`src/rtl/mem_bus_arbiter_if.sv`:
```
// Per-master port bundle of the shared memory bus arbiter.
// The requesting master drives req/adr/wdata/wren; the arbiter answers with ack/rdata.
interface mem_bus_arbiter_if;
  logic        req;
  logic [31:0] adr;
  logic [31:0] wdata;
  logic [3:0]  wren;
  logic [31:0] rdata;
  logic        ack;

  modport master (
    output req, adr, wdata, wren,
    input  rdata, ack
  );

  modport slave (
    input  req, adr, wdata, wren,
    output rdata, ack
  );
endinterface

```
`src/rtl/mem_bus_arbiter.sv`:
```
// Two-master memory bus arbiter (M0 = debug, M1 = CPU) with a registered FSM.
// Define ARB_ROUND_ROBIN_EN for round-robin contention; the default is fixed M0 priority.
module mem_bus_arbiter #(
  parameter int RD_LATENCY = 1
) (
  input  logic              clk,
  input  logic              n_reset,
  mem_bus_arbiter_if.slave  m0,
  mem_bus_arbiter_if.slave  m1,
  input  logic              m1_en,
  output logic              m1_hlt,
  output logic              s_op,
  output logic [31:0]       s_adr,
  output logic [31:0]       s_wdata,
  output logic [3:0]        s_wren,
  input  logic [31:0]       s_rdata,
  output logic [1:0]        gnt
);

  localparam int CW = (RD_LATENCY > 1) ? $clog2(RD_LATENCY) : 1;

  typedef enum logic [1:0] {
    IDLE,
    ISSUE,
    WAIT,
    ACK
  } state_e;

  state_e      state_q, state_d;
  logic [1:0]  gnt_q, gnt_d;
  logic [CW-1:0] cnt_q, cnt_d;
  logic [31:0] rd0_q, rd0_d;
  logic [31:0] rd1_q, rd1_d;
  logic        ack0, ack1;
  logic        r0, r1, win1;

`ifdef ARB_ROUND_ROBIN_EN
  logic        rr_q, rr_d;
`endif

  assign r0 = m0.req;
  assign r1 = m1.req & m1_en;

  // Pick M1 only when it requests and M0 does not claim the slot.
`ifdef ARB_ROUND_ROBIN_EN
  always_comb win1 = r1 & (~r0 | ~rr_q);
`else
  always_comb win1 = r1 & ~r0;
`endif

  // Next-state, slave-side drive and per-master completion.
  always_comb begin
    state_d = state_q;
    gnt_d   = gnt_q;
    cnt_d   = cnt_q;
    rd0_d   = rd0_q;
    rd1_d   = rd1_q;
    s_op    = 1'b0;
    s_adr   = '0;
    s_wdata = '0;
    s_wren  = '0;
    ack0    = 1'b0;
    ack1    = 1'b0;
`ifdef ARB_ROUND_ROBIN_EN
    rr_d    = rr_q;
`endif
    unique case (state_q)
      IDLE: begin
        if (r0 | r1) begin
          gnt_d   = {win1, ~win1};
          state_d = ISSUE;
        end
      end
      ISSUE: begin
        s_op    = 1'b1;
        s_adr   = gnt_q[1] ? m1.adr   : m0.adr;
        s_wdata = gnt_q[1] ? m1.wdata : m0.wdata;
        s_wren  = gnt_q[1] ? m1.wren  : m0.wren;
        cnt_d   = CW'(RD_LATENCY - 1);
        state_d = WAIT;
      end
      WAIT: begin
        if (cnt_q != '0) begin
          cnt_d = cnt_q - CW'(1);
        end else begin
          if (gnt_q[1]) rd1_d = s_rdata;
          else          rd0_d = s_rdata;
          state_d = ACK;
        end
      end
      ACK: begin
        ack0    = gnt_q[0];
        ack1    = gnt_q[1];
        gnt_d   = 2'b00;
`ifdef ARB_ROUND_ROBIN_EN
        rr_d    = gnt_q[1];
`endif
        state_d = IDLE;
      end
    endcase
  end

  // State, grant, latency counter and captured read data.
  always_ff @(posedge clk) begin
    if (!n_reset) begin
      state_q <= IDLE;
      gnt_q   <= 2'b00;
      cnt_q   <= '0;
      rd0_q   <= '0;
      rd1_q   <= '0;
`ifdef ARB_ROUND_ROBIN_EN
      rr_q    <= 1'b1;
`endif
    end else begin
      state_q <= state_d;
      gnt_q   <= gnt_d;
      cnt_q   <= cnt_d;
      rd0_q   <= rd0_d;
      rd1_q   <= rd1_d;
`ifdef ARB_ROUND_ROBIN_EN
      rr_q    <= rr_d;
`endif
    end
  end

  assign m0.ack   = ack0;
  assign m1.ack   = ack1;
  assign m0.rdata = rd0_q;
  assign m1.rdata = rd1_q;
  assign gnt      = gnt_q;
  assign m1_hlt   = m1_en & m1.req & ~ack1;

endmodule
```
`src/flat_wrapper.sv`:
```
// flat-port wrapper written by rule: the top's interface ports become plain ports
module mem_bus_arbiter_flat 
#(
  parameter int RD_LATENCY = 1
)
  (clk, n_reset, m1_en, m1_hlt, s_op, s_adr, s_wdata, s_wren, s_rdata, gnt, m0_req, m0_adr, m0_wdata, m0_wren, m0_rdata, m0_ack, m1_req, m1_adr, m1_wdata, m1_wren, m1_rdata, m1_ack);
  mem_bus_arbiter_if m0_i ();
  mem_bus_arbiter_if m1_i ();
  input  logic clk;
  input  logic n_reset;
  input  logic m1_en;
  output logic m1_hlt;
  output logic s_op;
  output logic [31:0] s_adr;
  output logic [31:0] s_wdata;
  output logic [3:0] s_wren;
  input  logic [31:0] s_rdata;
  output logic [1:0] gnt;
  input wire logic [$bits(m0_i.req)-1:0] m0_req;
  input wire logic [$bits(m0_i.adr)-1:0] m0_adr;
  input wire logic [$bits(m0_i.wdata)-1:0] m0_wdata;
  input wire logic [$bits(m0_i.wren)-1:0] m0_wren;
  output wire logic [$bits(m0_i.rdata)-1:0] m0_rdata;
  output wire logic [$bits(m0_i.ack)-1:0] m0_ack;
  input wire logic [$bits(m1_i.req)-1:0] m1_req;
  input wire logic [$bits(m1_i.adr)-1:0] m1_adr;
  input wire logic [$bits(m1_i.wdata)-1:0] m1_wdata;
  input wire logic [$bits(m1_i.wren)-1:0] m1_wren;
  output wire logic [$bits(m1_i.rdata)-1:0] m1_rdata;
  output wire logic [$bits(m1_i.ack)-1:0] m1_ack;
  assign m0_i.req = m0_req;
  assign m0_i.adr = m0_adr;
  assign m0_i.wdata = m0_wdata;
  assign m0_i.wren = m0_wren;
  assign m0_rdata = m0_i.rdata;
  assign m0_ack = m0_i.ack;
  assign m1_i.req = m1_req;
  assign m1_i.adr = m1_adr;
  assign m1_i.wdata = m1_wdata;
  assign m1_i.wren = m1_wren;
  assign m1_rdata = m1_i.rdata;
  assign m1_ack = m1_i.ack;
  mem_bus_arbiter #(.RD_LATENCY(RD_LATENCY)) u_core (.clk(clk), .n_reset(n_reset), .m0(m0_i), .m1(m1_i), .m1_en(m1_en), .m1_hlt(m1_hlt), .s_op(s_op), .s_adr(s_adr), .s_wdata(s_wdata), .s_wren(s_wren), .s_rdata(s_rdata), .gnt(gnt));
endmodule
```
`config.mk`:
```
export PLATFORM = sky130hd
export DESIGN_NAME = mem_bus_arbiter_flat
export DESIGN_NICKNAME = d
export VERILOG_FILES = /design/src/rtl/mem_bus_arbiter_if.sv /design/src/rtl/mem_bus_arbiter.sv /design/src/flat_wrapper.sv
export SDC_FILE = /design/constraint.sdc
export NUM_CORES = 1
export LEC_CHECK = 0
export BUFFER_PORTS_ARGS = -buffer_cell sky130_fd_sc_hd__buf_2
export CORE_AREA = 2 2 120 122
export CTS_CLUSTER_DIAMETER = 60
export DETAILED_ROUTE_END_ITERATION = 12
export DIE_AREA = 0 0 122 124
export GPL_TIMING_DRIVEN = 0
export HOLD_SLACK_MARGIN = 0.06
export PLACE_DENSITY = 0.58
export SLEW_MARGIN = 20
export SYNTH_ARGS = -nofsm -noshare
export SYNTH_HDL_FRONTEND = slang
export SYNTH_SLANG_ARGS = --single-unit
```
`constraint.sdc`:
```
create_clock -name clk -period 2.04 [get_ports clk]
set_input_delay 0.408 -clock clk [delete_from_list [all_inputs] [get_ports clk]]
set_output_delay 0.408 -clock clk [all_outputs]
set_load 0.005 [all_outputs]
```
==> results.sh <==
export IMPL_place_hpwl_um=13500
export IMPL_multi_input_area_um2=2200
export IMPL_postSynthCellCount=464
export IMPL_fin_tns_setup_ns=0
export IMPL_syn_area_per_cell_um2=7.96
export IMPL_clock_path_buffers=2
export IMPL_grt_pass1_vias=4156
export IMPL_design_area_um2=5870
export IMPL_hold_viol_final=0
export IMPL_drcViolationCount=0
export IMPL_max_stage_delay_ns=0.36
export IMPL_dieWidth_um=122
export IMPL_grt_first_pass_wirelength_um=22500
export IMPL_pre_cts_slack_ns=-0.193
export IMPL_synth_seq_cells=68
export IMPL_cts_root_buf="clkbuf_16"
export IMPL_fmax_mhz=505
export IMPL_worst_pin_slew_ns=0.559
export IMPL_regToRegSetupSlack_ns=0.45
export IMPL_syn_cell_area_um2=3690
export IMPL_yosysSeqAreaShare_pct=36.9
export IMPL_fin_skew_ns=0.00280
export IMPL_reg2reg_depth=7
export IMPL_viasPerCell=4.48
export IMPL_drt_wirelength_per_cell_um=16.4
export IMPL_drive_gt1_share_pct=47.1
export IMPL_start_util_pct=26.9
export IMPL_crit_arrival_ns=1.57
export IMPL_cp_top_family="buffers and inverters"
export IMPL_dpl_cell_area_um2=5470
export IMPL_syn_to_final_growth_pct=59.0
export IMPL_hold_buffers=0
export IMPL_core_area_um2=13700
export IMPL_critPathKind="reg -> out"
export IMPL_clk_pin_slew_ns=0.05
export IMPL_timing_rr_start="u_core.state_q[0]$_SDFFE_PN0P_"
export IMPL_cap_violations=0
export IMPL_cp_num_buf_inv=3
export IMPL_min_delay_start="s_rdata[24]"
export IMPL_critPathLaunch="u_core.gnt[1]$_SDFFE_PN0P_"
export IMPL_synth_cell_type_count=23
export IMPL_layout_min_cycle_time_ns=1.98
export IMPL_critPathMaxFanout=10
export IMPL_crit_chain="buf_6 -> buf_4 -> mux2i_2 -> nor2b_4 -> buf_2"
export IMPL_die_y_um=124
export IMPL_hp_class="in -> reg"
export IMPL_routabilityCongestion=0.936
export IMPL_antenna_found_initial=6
export IMPL_grt_ovfl_total=0
export IMPL_slew_violations=0
export IMPL_finalNetCount=965
export IMPL_wl_um=15900
export IMPL_power_density_nw_per_um2=882
export IMPL_synth_nets=644
export IMPL_cts_htree_levels=3
export IMPL_clock_latency_ns=0.33
export IMPL_nFillCells=1537
export IMPL_leakagePower_nw=2.81
export IMPL_max_slew_margin_pct=62.7
export IMPL_antenna_left=0
export IMPL_register_area_um2=1360
export IMPL_fin_hold_ws_ns=0.328
export IMPL_row_count=43
export IMPL_start_kind="flop"
export IMPL_num_vias=4359
export IMPL_io_pins=311
export IMPL_cp_data_required_time_ns=1.63
export IMPL_rsz0062_at_grt="true"
export IMPL_cp_depth=5
export IMPL_cts_buffers=9
export IMPL_cp_end_kind="primary output"
export IMPL_dr_pass1_iters=4
export IMPL_track_usage_pct=19.9
export IMPL_setup_violations_final=0
export IMPL_grt_max_degree=11
export IMPL_timing_final_crit_share_pct=97.0
export IMPL_numClockSinks=68
export IMPL_outcome="complete, no violations"
export IMPL_drt_iter0_markers=134
export IMPL_fin_ws_ns=0.0605
export IMPL_yosysWarnings=0
export IMPL_io_buffers=310
export IMPL_irDropWorstVdd_v=0.000328
export IMPL_cpMaxStageDelayCell="dfxtp_1"
export IMPL_whs_path_depth=3
export IMPL_cts_tree="built"
export IMPL_die_area_um2=15100
[report_power, final]
part / internal (mW) / switching (mW)
Combinational: 1.10 / 1.11
Sequential: 1.48 / 0.0992
Clock: 0.864 / 0.525
[routing by layer]
metal | part of all wire (%) | track usage [%]
met5 | 0.069 | 0
met2 | 51 | 35.4
met4 | 3.0 | 8.55
met1 | 37 | 21.4
met3 | 8.8 | 7.01
[cells in the mapped netlist]
cell,number,area share (%)
buf_4,12,2.4
inv_1,2,0.20
a311oi_1,1,0.24
nand2b_1,1,0.17
nand2_2,1,0.17
a211oi_1,1,0.20
and2_1,3,0.51
ha_1,7,2.4
mux2i_1,68,18
inv_2,1,0.10
clkbuf_1,13,1.3
buf_2,11,1.5
o22ai_1,1,0.17
nor2b_1,69,12
nor2_1,2,0.20
o32ai_1,1,0.24
dfxtp_1,68,37
and2b_1,1,0.20
a21oi_1,66,8.9
nand3_1,1,0.14
a21bo_2,1,0.27
nand2_1,132,13
or4_1,1,0.20
[registers in the layout, summed over array words and instances (netlist names)]
register         cells
u_core.m1.rdata     32
u_core.gnt           2
u_core.m0.rdata     32
u_core.state_q       2
[worst paths after layout]
| kind | end |
|---|---|
| max | s_wdata[21] |
| min reg2reg | u_core.m1.rdata[30]$_SDFFE_PN0P_ |
| max reg2reg | u_core.m0.rdata[22]$_SDFFE_PN0P_ |
| min | u_core.m1.rdata[24]$_SDFFE_PN0P_ |
[cell usage in the layout, fill, tap and decap left out, types with 4 or more instances in the layout]
| master | Yosys | layout |
|---|---|---|
| nor2b_2 | 0 | 4 |
| nor2b_1 | 69 | 64 |
| a21oi_1 | 66 | 66 |
| mux2i_2 | 0 | 6 |
| clkbuf_16 | 0 | 9 |
| buf_2 | 11 | 319 |
| nand2_1 | 132 | 132 |
| mux2i_1 | 68 | 60 |
| ha_1 | 7 | 6 |
| dfxtp_1 | 68 | 66 |
| clkbuf_1 | 13 | 8 |
| buf_4 | 12 | 12 |
| diode_2 | 0 | 5 |
[layout make-up]
type / count / share of cell area [%]
Tap cell: 180 / 3.84
Timing Repair Buffer: 310 / 26.4
Multi-Input combinational cell: 357 / 37.5
Clock buffer: 11 / 4.31
Antenna cell: 5 / 0.213
Buffer: 36 / 3.99
Clock inverter: 2 / 0.213
Inverter: 3 / 0.234
Sequential cell: 68 / 23.2
[cells by family after synthesis]
family / after synthesis / share of synthesized area, %
AOI/OAI and AO/OA: 71 / 10.1
DFF: 68 / 36.9
adders and majority gates: 7 / 2.37
muxes: 68 / 18.4
and+or+nand+nor: 211 / 26.7
buffers and inverters: 39 / 5.56
[through the flow]
step                      util (%)  power [mW]  cells
after detailed placement      39.9        3.73    954
after floorplan                  -        2.73    464
after global routing          42.7        5.54    970
final                         42.8        5.18    972
after CTS                     42.4        5.22    967
after global placement        39.9        3.72    954
[worst reg2reg max path: stages (launching register included)]
cell,delay [ns]
dfxtp_2,0.35
inv_1,0.13
ha_1,0.26
nor2b_1,0.14
buf_2,0.17
buf_2,0.24
nand2_1,0.08
a21oi_1,0.13
[what timing repair did]
item,4_1_cts,5_1_grt
resized for setup,24,16
setup buffers,0,0
gates cloned,0,0
endpoints found under the hold margin,0,0
setup endpoints to repair,68,28
Note: power is estimated with default switching activity, not from simulation.
